## src/rtl/instr_encoder.sv

```systemverilog
// instr_encoder: turns symbolic commands into MIPS machine words for the
// control-decoder subset and streams them, with IM addresses, to the loader.
// LI expands to LUI+ORI when the constant has a non-zero upper half.
module instr_encoder #(
   parameter logic [31:0] BASE_ADDR = 32'h0000_3000
) (
   input  logic        clk,
   input  logic        reset,
   input  logic        cmd_valid,
   output logic        cmd_ready,
   input  logic [3:0]  cmd_op,
   input  logic [4:0]  cmd_rs,
   input  logic [4:0]  cmd_rt,
   input  logic [4:0]  cmd_rd,
   input  logic [31:0] cmd_imm,
   output logic        out_valid,
   input  logic        out_ready,
   output logic [31:0] out_instr,
   output logic [31:0] out_addr,
   output logic [15:0] word_cnt
);

   typedef enum logic {
      IDLE,
      LI2
   } state_t;

   typedef enum logic [3:0] {
      OP_ADD  = 4'd0,
      OP_SUB  = 4'd1,
      OP_ORI  = 4'd2,
      OP_LW   = 4'd3,
      OP_SW   = 4'd4,
      OP_BEQ  = 4'd5,
      OP_LUI  = 4'd6,
      OP_SLL  = 4'd7,
      OP_J    = 4'd8,
      OP_JAL  = 4'd9,
      OP_JR   = 4'd10,
      OP_JALR = 4'd11,
      OP_LB   = 4'd12,
      OP_SB   = 4'd13,
      OP_LI   = 4'd14,
      OP_NOP  = 4'd15
   } op_t;

   state_t      state;
   state_t      state_nxt;
   op_t         op;
   logic [31:0] enc_word;
   logic        li_two;
   logic        cmd_xfer;
   logic        out_xfer;
   logic [4:0]  li_rt;
   logic [15:0] li_lo;

   assign op = op_t'(cmd_op);

   // Encode the presented command; ignored fields are forced to zero.
   always_comb begin
      enc_word = '0;
      li_two   = 1'b0;
      case (op)
         OP_ADD:  enc_word = {6'h00, cmd_rs, cmd_rt, cmd_rd, 5'd0, 6'h20};
         OP_SUB:  enc_word = {6'h00, cmd_rs, cmd_rt, cmd_rd, 5'd0, 6'h22};
         OP_ORI:  enc_word = {6'h0D, cmd_rs, cmd_rt, cmd_imm[15:0]};
         OP_LW:   enc_word = {6'h23, cmd_rs, cmd_rt, cmd_imm[15:0]};
         OP_SW:   enc_word = {6'h2B, cmd_rs, cmd_rt, cmd_imm[15:0]};
         OP_BEQ:  enc_word = {6'h04, cmd_rs, cmd_rt, cmd_imm[15:0]};
         OP_LUI:  enc_word = {6'h0F, 5'd0, cmd_rt, cmd_imm[15:0]};
         OP_SLL:  enc_word = {6'h00, 5'd0, cmd_rt, cmd_rd, cmd_imm[4:0], 6'h00};
         OP_J:    enc_word = {6'h02, cmd_imm[25:0]};
         OP_JAL:  enc_word = {6'h03, cmd_imm[25:0]};
         OP_JR:   enc_word = {6'h00, cmd_rs, 15'd0, 6'h08};
         OP_JALR: enc_word = {6'h00, cmd_rs, 5'd0, cmd_rd, 5'd0, 6'h09};
         OP_LB:   enc_word = {6'h20, cmd_rs, cmd_rt, cmd_imm[15:0]};
         OP_SB:   enc_word = {6'h28, cmd_rs, cmd_rt, cmd_imm[15:0]};
         OP_LI: begin
            if (cmd_imm[31:16] != '0) begin
               li_two   = 1'b1;
               enc_word = {6'h0F, 5'd0, cmd_rt, cmd_imm[31:16]};
            end else begin
               enc_word = {6'h0D, 5'd0, cmd_rt, cmd_imm[15:0]};
            end
         end
         OP_NOP:  enc_word = '0;
         default: enc_word = '0;
      endcase
   end

   // Handshakes and next state: LI2 holds off new commands until the ORI is loaded.
   always_comb begin
      state_nxt = state;
      cmd_ready = (state == IDLE) && (!out_valid || out_ready) && !reset;
      cmd_xfer  = cmd_valid && cmd_ready;
      out_xfer  = out_valid && out_ready;
      if (state == IDLE && cmd_xfer && li_two) begin
         state_nxt = LI2;
      end else if (state == LI2 && out_xfer) begin
         state_nxt = IDLE;
      end
   end

   // State register.
   always_ff @(posedge clk) begin
      if (reset) begin
         state <= IDLE;
      end else begin
         state <= state_nxt;
      end
   end

   // Output word register; a new word may replace the departing one in the same cycle.
   always_ff @(posedge clk) begin
      if (reset) begin
         out_valid <= 1'b0;
         out_instr <= '0;
         out_addr  <= BASE_ADDR;
         word_cnt  <= '0;
         li_rt     <= '0;
         li_lo     <= '0;
      end else begin
         if (out_xfer) begin
            out_addr <= out_addr + 32'd4;
            word_cnt <= word_cnt + 16'd1;
         end
         if (cmd_xfer) begin
            out_valid <= 1'b1;
            out_instr <= enc_word;
            li_rt     <= cmd_rt;
            li_lo     <= cmd_imm[15:0];
         end else if (state == LI2 && out_xfer) begin
            out_valid <= 1'b1;
            out_instr <= {6'h0D, li_rt, li_rt, li_lo};
         end else if (out_xfer) begin
            out_valid <= 1'b0;
         end
      end
   end

endmodule
```

## config.mk

```make
export PLATFORM = sky130hd
export DESIGN_NAME = instr_encoder
export DESIGN_NICKNAME = d
export VERILOG_FILES = /design/src/rtl/instr_encoder.sv
export SDC_FILE = /design/constraint.sdc
export NUM_CORES = 1
export LEC_CHECK = 0
export CAP_MARGIN = 20
export CORE_AREA = 8 8 171 133
export DETAILED_ROUTE_END_ITERATION = 7
export DIE_AREA = 0 0 179 141
export PLACE_DENSITY = 0.54
export SLEW_MARGIN = 20
export SYNTH_ARGS = -nofsm -noshare
export SYNTH_HDL_FRONTEND = slang
export SYNTH_SLANG_ARGS = --single-unit
```

## constraint.sdc

```tcl
create_clock -name clk -period 4.64 [get_ports clk]
set_input_delay 0.464 -clock clk [delete_from_list [all_inputs] [get_ports clk]]
set_output_delay 0.464 -clock clk [all_outputs]
set_load 0.02 [all_outputs]
```

==> results.yml <==
cts:
  clk_pin_slew_worst_paths_ns: 0.07
  cts_tree: "yes"
  cts_sinks: 100
  numCtsBuffers: 9
  post_cts_buffers: 0
  cts_hold_buffers: 0
  post_cts_resized: 0
  cts_max_path_buffers: 2
  insertion_delay_ns: 0.36
  cts_max_level: 3
  cts-root-buf: "clkbuf_16"
place:
  place_congestion: 0.779
  placed_cell_area_um2: 6400
  place.port_buffers: 133
  dpl.hpwl_um: 12400
flow_run:
  drv_cap: 0
worst_setup_path:
  end_kind: "register"
  rr_endpoint: "out_instr[15]$_SDFFE_PP0P_"
  cp_slowest_stage_delay_ns: 0.85
  arrival_ns: 3.05
  worstPathCellList: "clkdlybuf4s50_1 > nand2_1 > nor3_2 > o21ai_0 > a221o_1 > a41oi_1"
  required_ns: 4.92
  cp_max_fo: 19
  start_kind: "input port"
  worstSetupPathType: "in -> reg"
  cp_num_buf_inv: 1
  timing.rr.start: "state$_SDFFE_PP0P_"
  r2r_cells: 6
  path_delay_family: "simple AND/OR/NAND/NOR gates"
  rrSetupSlack_ns: 2.45
  cpMaxStageDelayCell: "clkdlybuf4s50_1"
synth:
  synth_commonest_cells: "dfxtp_1 (100), nand2_1 (97), nor2_1 (72)"
  syn_inst: 603
  seq_area_frac_synth: 0.410
  synthTopCellsByArea: "dfxtp_1 (41%), nand2_1 (7.5%), nor2_1 (5.5%)"
  synth_edf_count: 0
  syn_area_um2: 4880
  syn_area_per_cell_um2: 8.10
  synth_flop_cell: "dfxtp_1"
  ys_types: 54
  synthArstFlopShare: 0
  ys_ff_latch: 100
  yosysWarnings: 0
  synth_top_area_cell: "dfxtp_1"
  yosysMostFrequentCell: "dfxtp_1"
  synth_top_area_share: 0.410
die:
  dieHeight_um: 141
  pin_count: 137
  die-area_um2: 25200
  die_w_um: 179
  initial_core_util: 0.246
  core_um2: 19900
  rows: 45
timing:
  setup_viol: 0
  setup_tns_ns: 0
  finalCriticalPeriod_ns: 2.77
  grt_setup_unrepaired: "no"
  slew_viol_final: 0
  finalClockSkew_ns: 0.00808
  fmax_mhz: 361
  period_share: 0.597
  worst_pin_slew_ns: 0.986
  relSlewSlack: 0.343
  hold_violations: 0
power:
  p_sw_frac: 0.260
  ir_drop_uv: 139
  pwr-share-seq: 0.453
  p_sw_uw: 518
  leakage_uw: 0.00224
  combinationalPowerShare: 0.133
  intPower_uw: 1470
  powerDensity_nw_per_um2: 296
  clkPwrFrac: 0.414
cells_and_area:
  nNetsFinal: 771
  area_growth_pct: 37.6
  antenna_cells: 0
  design_area_um2: 6720
  drive_gt1_frac: 0.0473
min_path:
  hold_end: "li_lo[11]$_SDFFE_PP0N_"
  hold_start: "li_lo[11]$_SDFFE_PP0N_"
  hold_path.class: "reg -> reg"
  whs_path_depth: 2
global_route:
  antenna_found_initial: 0
  grt_pass1_wl_um: 26300
  grt_max_degree: 89
  grt_overflow: 0
  grt.total_usage: 0.133
  grt_pass1_vias: 4482
detailed_routing:
  drtIter0Drc: 431
  drt_wl_total_um: 16900
  antenna_left: 0
  detail_route.first_pass.iterations: 5
  drt-vias-per-instance: 4.90
  routedWlPerCell_um: 17.3
  vias: 4784
  drcViolationCount: 0
status:
  outcome: "finished clean"
[cell usage in the layout (no fill, tap or decap), drive strengths merged, types with 3 or more instances in the layout]
cell           instances
a211oi                14
a21o                  11
a21oi                 45
a221oi                 6
a222oi                 8
a22oi                 12
a311oi                 7
and2                   3
and3                   6
and4                   7
buf                    4
clkbuf                10
clkdlybuf4s50        132
conb                   3
dfxtp                100
inv                    8
nand2                 97
nand2b                 9
nand3                 15
nand4                 13
nor2                  72
nor2b                  6
nor3                  21
nor4                  11
o211ai                 4
o21a                   5
o21ai                 15
or2                    3
or3                    4
xnor2                 25
xor2                  17
[worst max path at each step]
stage / from / to / slack, ns / cells after the start
after floorplan: out_addr[6]$_SDFFE_PP0P_ / out_addr[29]$_SDFFE_PP0P_ / 2.72 / 6
after global placement: cmd_op[1] / out_instr[5]$_SDFFE_PP0P_ / 1.64 / 6
after detailed placement: cmd_op[2] / out_instr[5]$_SDFFE_PP0P_ / 1.58 / 6
after CTS: out_ready / cmd_ready / 1.92 / 4
after global routing: cmd_op[3] / out_instr[2]$_SDFFE_PP0P_ / 1.71 / 6
final: cmd_op[2] / out_instr[5]$_SDFFE_PP0P_ / 1.87 / 6
[sequential cells by signal (all words and copies together), names as in the netlist]
signal     count
out_instr     31
li_lo         16
word_cnt      16
out_valid      1
out_addr      30
li_rt          5
state          1
[per-layer routing]
layer | up-vias | track usage | routed length, um
li1 | 2358 | - | -
met1 | 2256 | 0.192 | 8490
met2 | 155 | 0.175 | 6580
met3 | 15 | 0.0544 | 1660
met4 | 0 | 0.0360 | 208
met5 | - | 0 | 0
[through the flow]
step                      instances  setup slack (ns)  power, uW  utilization  hold slack, ns
after floorplan                 605              2.72       1050            -           0.431
after detailed placement        961              1.58       1190        0.322           0.443
after global placement          961              1.64       1190        0.322           0.439
after CTS                       977              1.92       2020        0.338           0.453
after global routing            977              1.71       2070        0.338           0.461
final                           977              1.87       1990        0.338           0.451
[final cells by class]
| type | count | area [um^2] |
|---|---|---|
| clock inverters | 6 | 88.8 |
| flip-flops and latches | 100 | 2000 |
| repair buffers | 136 | 1350 |
| inverters | 8 | 30.0 |
| fillers | 2091 | 13200 |
| multi-input cells | 459 | 2700 |
| well taps | 258 | 323 |
| clock buffers | 10 | 229 |
[power by group through the flow]
stage / Clock, uW / Combinational [uW] / Sequential [uW]
floorplan: 0 / 114 / 940
global placement: 0 / 264 / 923
detailed placement: 0 / 264 / 923
CTS: 853 / 265 / 903
global route: 881 / 286 / 906
finish: 825 / 264 / 903
[worst reg2reg max path, stage by stage, from the launching register on]
cell and delay (ns):
dfxtp_1 0.37, nor2_1 0.23, and3_1 0.76, buf_4 0.33, and4_1 0.23, a21oi_1 0.07, o32ai_1 0.12
[cell families (layout without fill, tap and decap cells)]
logic type                 Yosys count  after routing  share of synthesized area
muxes                                2              2                    0.00410
adders and majority gates            2              2                    0.00512
buffers and inverters               46            160                     0.0400
xor gates and xnor gates            42             42                     0.0753
other                                1              3                   0.000768
DFF                                100            100                      0.410
AOI/OAI and AO/OA                  140            140                      0.196
and+or+nand+nor                    270            270                      0.269
Note: power is estimated with default switching activity, not from simulation.
